**config.mk**
```make
export PLATFORM = sky130hd
export DESIGN_NAME = fetch_sequencer
export DESIGN_NICKNAME = d
export VERILOG_FILES = /design/src/rtl/fetch_sequencer.sv
export SDC_FILE = /design/constraint.sdc
export NUM_CORES = 1
export LEC_CHECK = 0
export BUFFER_PORTS_ARGS = -buffer_cell sky130_fd_sc_hd__buf_2
export CAP_MARGIN = 30
export CELL_PAD_IN_SITES_DETAIL_PLACEMENT = 0
export CELL_PAD_IN_SITES_GLOBAL_PLACEMENT = 1
export CORE_UTILIZATION = 33
export DETAILED_ROUTE_END_ITERATION = 8
export GPL_ROUTABILITY_DRIVEN = 0
export PLACE_DENSITY_LB_ADDON = 0.1
export SLEW_MARGIN = 10
export SYNTH_ARGS = -nofsm -noshare
export SYNTH_HDL_FRONTEND = slang
export SYNTH_SLANG_ARGS = --single-unit
```
**constraint.sdc**
```tcl
create_clock -name clk -period 1.6 [get_ports clk]
set_clock_uncertainty 0.15 [all_clocks]
set_input_delay 0.24 -clock clk [delete_from_list [all_inputs] [get_ports clk]]
set_output_delay 0.24 -clock clk [all_outputs]
set_load 0.01 [all_outputs]
```
**src/rtl/fetch_sequencer.sv**
```systemverilog
// Instruction fetch/sequencing unit: owns PC and IR and runs the 4-phase fetch loop.
// Optional feature macro FETCH_SINGLE_STEP_EN adds a step input and a pause state.
module fetch_sequencer #(
    parameter int                ADDR_W   = 5,
    parameter int                DATA_W   = 8,
    parameter int                OP_W     = 3,
    parameter logic [ADDR_W-1:0] RESET_PC = '0
) (
    input  logic              clk,
    input  logic              rst,
    output logic [ADDR_W-1:0] mem_addr,
    output logic              mem_rd,
    input  logic [DATA_W-1:0] mem_rdata,
    output logic [OP_W-1:0]   opcode,
    output logic [ADDR_W-1:0] operand,
    output logic              ir_valid,
    input  logic              jump,
    input  logic              skip,
    input  logic              Halt,
    input  logic              acc_zero,
    output logic              halted
`ifdef FETCH_SINGLE_STEP_EN
    ,
    input  logic              step
`endif
);

    localparam logic [2:0] S_FETCH  = 3'd0;
    localparam logic [2:0] S_LOAD   = 3'd1;
    localparam logic [2:0] S_DECODE = 3'd2;
    localparam logic [2:0] S_EXEC   = 3'd3;
    localparam logic [2:0] S_HALT   = 3'd4;
`ifdef FETCH_SINGLE_STEP_EN
    localparam logic [2:0] S_PAUSE  = 3'd5;
`endif

    logic [2:0]        state;
    logic [2:0]        state_next;
    logic [ADDR_W-1:0] pc;
    logic [ADDR_W-1:0] pc_inc;
    logic [DATA_W-1:0] ir;

    assign pc_inc = pc + ADDR_W'(1);

    // Controller outputs only matter in EXEC; Halt wins over jump, jump over skip.
    always_comb begin
        state_next = state;
        case (state)
            S_FETCH:  state_next = S_LOAD;
            S_LOAD:   state_next = S_DECODE;
            S_DECODE: state_next = S_EXEC;
            S_EXEC: begin
                if (Halt)
                    state_next = S_HALT;
                else
`ifdef FETCH_SINGLE_STEP_EN
                    state_next = S_PAUSE;
`else
                    state_next = S_FETCH;
`endif
            end
            S_HALT:   state_next = S_HALT;
`ifdef FETCH_SINGLE_STEP_EN
            S_PAUSE:  state_next = step ? S_FETCH : S_PAUSE;
`endif
            default:  state_next = S_FETCH;
        endcase
    end

    always_ff @(posedge clk or posedge rst) begin
        if (rst) begin
            state <= S_FETCH;
            pc    <= RESET_PC;
            ir    <= '0;
        end else begin
            state <= state_next;
            if (state == S_LOAD) begin
                ir <= mem_rdata;
                pc <= pc_inc;
            end else if (state == S_EXEC && !Halt) begin
                // PC already points past this instruction, so one more increment skips a word.
                if (jump)
                    pc <= ir[ADDR_W-1:0];
                else if (skip && acc_zero)
                    pc <= pc_inc;
            end
        end
    end

    assign mem_addr = pc;
    assign opcode   = ir[DATA_W-1 -: OP_W];
    assign operand  = ir[ADDR_W-1:0];
    assign mem_rd   = (state == S_FETCH);
    assign ir_valid = (state == S_DECODE) || (state == S_EXEC);
    assign halted   = (state == S_HALT);

endmodule

```
# == After elaboration in Yosys (flattened, before gate mapping) ==
# Index checks and enable logic that the tools add are counted.
# totals
regBits,16
inputBits,14
out_inout_bits,16
word_cells,22
# op_classes
add_sub_neg,1
eq_ne,4
n_mux,6
reduce_logical,8
# ops
op,n
$mux 5,4
$pmux 3 s5,1
$eq 3x2->1 const B,2
$add 5x1->5 const B,1
$eq 3x1->1 const B,1
$eq 3x3->1 const B,1
$logic_not 3->1,1
$mux 3,1
$reduce_bool 3->1,1
$logic_and 1x1->1,2
$reduce_and 2->1,1
$reduce_bool 2->1,1
$logic_not 1->1,1
$logic_or 1x1->1,1

# == Logic depth before layout (Yosys ltp) ==
# depth
word_depth,5
mapped_depth,5
mapped_depth_nobuf,5

# == Least setup slack after synthesis ==
# OpenSTA, ideal clock, no wires.
# synth_timing
path_kind,register -> register
from,register state[2]
to,register ir[0]
setup_ns,0.125
t_arrival_ns,1.170
required_time_ns,1.325
path_slack_ns,0.155
stages_incl_launch_ff,4
n_path_buf,0
period_less_slack_ns,1.445
path_cell_list,dfrtp_1 -> nand2b_2 -> nor2_4 -> mux2_2
# synth_between
elab_chain_len,1
# synth_lines
item,line,text
"start, declared",37,logic [2:0] state;
"start signal, assigned",76,state <= state_next;
$eq 3x1->1,77,if (state == S_LOAD) begin
"end signal, assigned",78,ir <= mem_rdata;
"end, declared",41,logic [DATA_W-1:0] ir;
# No other way between the ends.
# A chain may end at the register's enable or synchronous reset.

# == Worst setup path in the final report ==
# layout_timing
from,register state[1]
to,output port mem_rd
# layout_between
elab_chain_len,1
# layout_lines
item,line,text
$logic_not 3->1,93,assign mem_rd = (state == S_FETCH);
"end, declared",12,"output logic mem_rd,"
# No other way between the ends.

==> metrics.yaml <==
power:
  total_power_mw: 2.20
  pwr_density_cell_nw_per_um2: 2040
  worst_ir_drop_vdd_mv: 1.06
  cellLeakagePower_nw: 0.514
sta:
  grt_setup_unrepaired: "true"
  max_freq_mhz: 651
  holdWs_ps: 31.6
  tightest_slew_ps: 294
  finalSetupViolCount: 0
  hold_viol: 0
  fin_setup_tns_ps: 0
  max-slew-margin-rel_pct: 80.1
  period_share_pct: 96.1
  slew_violations: 0
  fin_crit_ps: 1540
global_routing:
  grtUsageTotal_pct: 14.8
  grt_max_degree: 17
  antenna_found_initial: 0
  grt_pass1_wl_mm: 2.80
  grt-ovfl-total: 0
  grt_pass1_vias: 605
floorplanning:
  dieArea_um2: 2650
  dieWidth_um: 51.5
  io_pins: 30
  fp.coreArea_um2: 2250
  start_util_pct: 35.8
  dieHeight_um: 51.5
  num_rows: 17
synth:
  synth-seq-cells: 16
  ys.flop_type: "dfrtp_1"
  avgSynthCellArea_um2: 11.4
  synth_edf_count: 0
  yosys_warnings: 0
  synth-seq-area-share_pct: 49.6
  ys_types: 26
  ys_async_sr_fraction_pct: 100
  syn_nets: 86
  syn_inst: 71
  synth.cell_area_um2: 807
detailed_routing:
  wirelength_mm: 1.63
  ant_nets: 0
  detail_route.first_pass.iterations: 4
  wl_per_cell_um: 11.8
  drc: 0
  avgViaCountPerCell: 4.85
  drt-initial-drc-count: 3
  vias: 669
clocking:
  clkTransAtPathRegs_ps: 90
  cts_buffers: 3
  clockBufferDepth: 2
  clkSinkCount: 16
  cts_tree: "built"
  insertion_delay_ps: 280
  root_buffer: "clkbuf_4"
  htree_levels: 1
worst_hold_path:
  hold_path_class: "input port to register"
critical_path:
  critPathKind: "register to output pin"
  crit_fanout: 7
  required_ps: 1210
  r2r_slack_ps: 120
  critPathLaunchType: "register"
  crit_path_end_kind: "output pin"
  worst_ep_arrival_time_ps: 1150
final_layout:
  num-nets-final: 126
  drive_above_1_share_pct: 50.0
  multi_input_area_um2: 393
  seq_area_um2: 402
  syn_to_final_growth_pct: 33.0
  fin_area_um2: 1070
  diodes: 0
  n_fill_cell: 244
  final_core_util_pct: 47.6
place:
  dpl_cell_area_um2: 998
  port_buffers: 29
  hpwlAfterDp_mm: 1.28
job:
  cap_violations: 0
run_status:
  outcome: "finished clean"
[synth_stat cells, types with 2 or more instances]
master / number / area (µm²)
dfrtp_1: 16 / 400
nor2_1: 10 / 37.5
mux2_2: 8 / 90.1
nand2_1: 6 / 22.5
a21oi_1: 5 / 25.0
a211oi_2: 2 / 25.0
a21o_1: 2 / 15.0
inv_1: 2 / 7.51
nand3_1: 2 / 10.0
o22ai_1: 2 / 12.5
[path summary, 6_finish.rpt]
path,from,to,cells after the start
max reg2reg,state[2],ir[0],3
min,mem_rdata[4],ir[4],2
max in group asynchronous,rst,state[1],4
min reg2reg,mem_addr[4],mem_addr[4],1
max,state[1],mem_rd,3
min in group asynchronous,rst,ir[5],4
[metal layers]
layer  vias up  share of wire, %  track usage [%]
met1       314                49             20.8
met3         4               5.3             1.79
met4         0               2.7             9.46
met2        20                43             21.0
li1        331                 -                -
met5         -                 0                0
[flip-flops by register name (all words and copies together) (netlist names)]
register / cells
mem_addr: 5
state: 3
ir: 8
[cells by family (layout without fill, tap and decap cells)]
group	after synthesis	after routing	synth area share, %
DFF	16	16	49.6
buffers and inverters	3	42	2.33
AOI/OAI and AO/OA	13	13	13.8
muxes	8	8	11.2
adders and majority gates	1	1	1.55
xor gates and xnor gates	1	1	1.09
and+or+nand+nor	29	29	20.5
[critical path, stage by stage (launching register included)]
cell	delay (ps)
dfrtp_2	450
buf_4	150
nor3_1	110
buf_2	150
[layout make-up]
type / instances / area share, %
inverter: 2 / 0.699
clock buffer: 4 / 3.38
multi-input combinational: 52 / 36.6
timing repair buffer: 36 / 18.6
sequential: 16 / 37.4
tap: 28 / 3.26
[cell usage in the layout, fill, tap and decap left out, types with 2 or more instances in the layout]
cell      Yosys  final
a211oi_2      2      2
a21o_1        2      2
a21oi_1       5      5
buf_2         0     29
buf_4         0      6
clkbuf_4      0      3
dfrtp_1      16     15
inv_1         2      2
mux2_2        8      8
nand2_1       6      6
nand3_1       2      2
nor2_1       10     10
o22ai_1       2      2
[power breakdown]
part	switching [mW]	leakage (nW)	internal (mW)
Clock	0.120	0.0210	0.138
Sequential	0.199	0.185	0.616
Combinational	0.534	0.308	0.588
[metrics by stage]
step           cells  setup WS [ps]
2_1_floorplan     71            155
3_3_place_gp     130            106
3_5_place_dp     130           55.0
4_1_cts          138           36.3
5_1_grt          138          -6.40
6_report         138           63.1
[repair_timing]
item / CTS / global route
endpoints found under the hold margin: 16 / 0
pin swaps: 0 / 0
hold buffers: 1 / 0
setup buffers: 3 / 0
resized for setup: 2 / 0
endpoints found under the setup margin: 2 / 1
No activity file was read; power rests on OpenSTA's default activity.
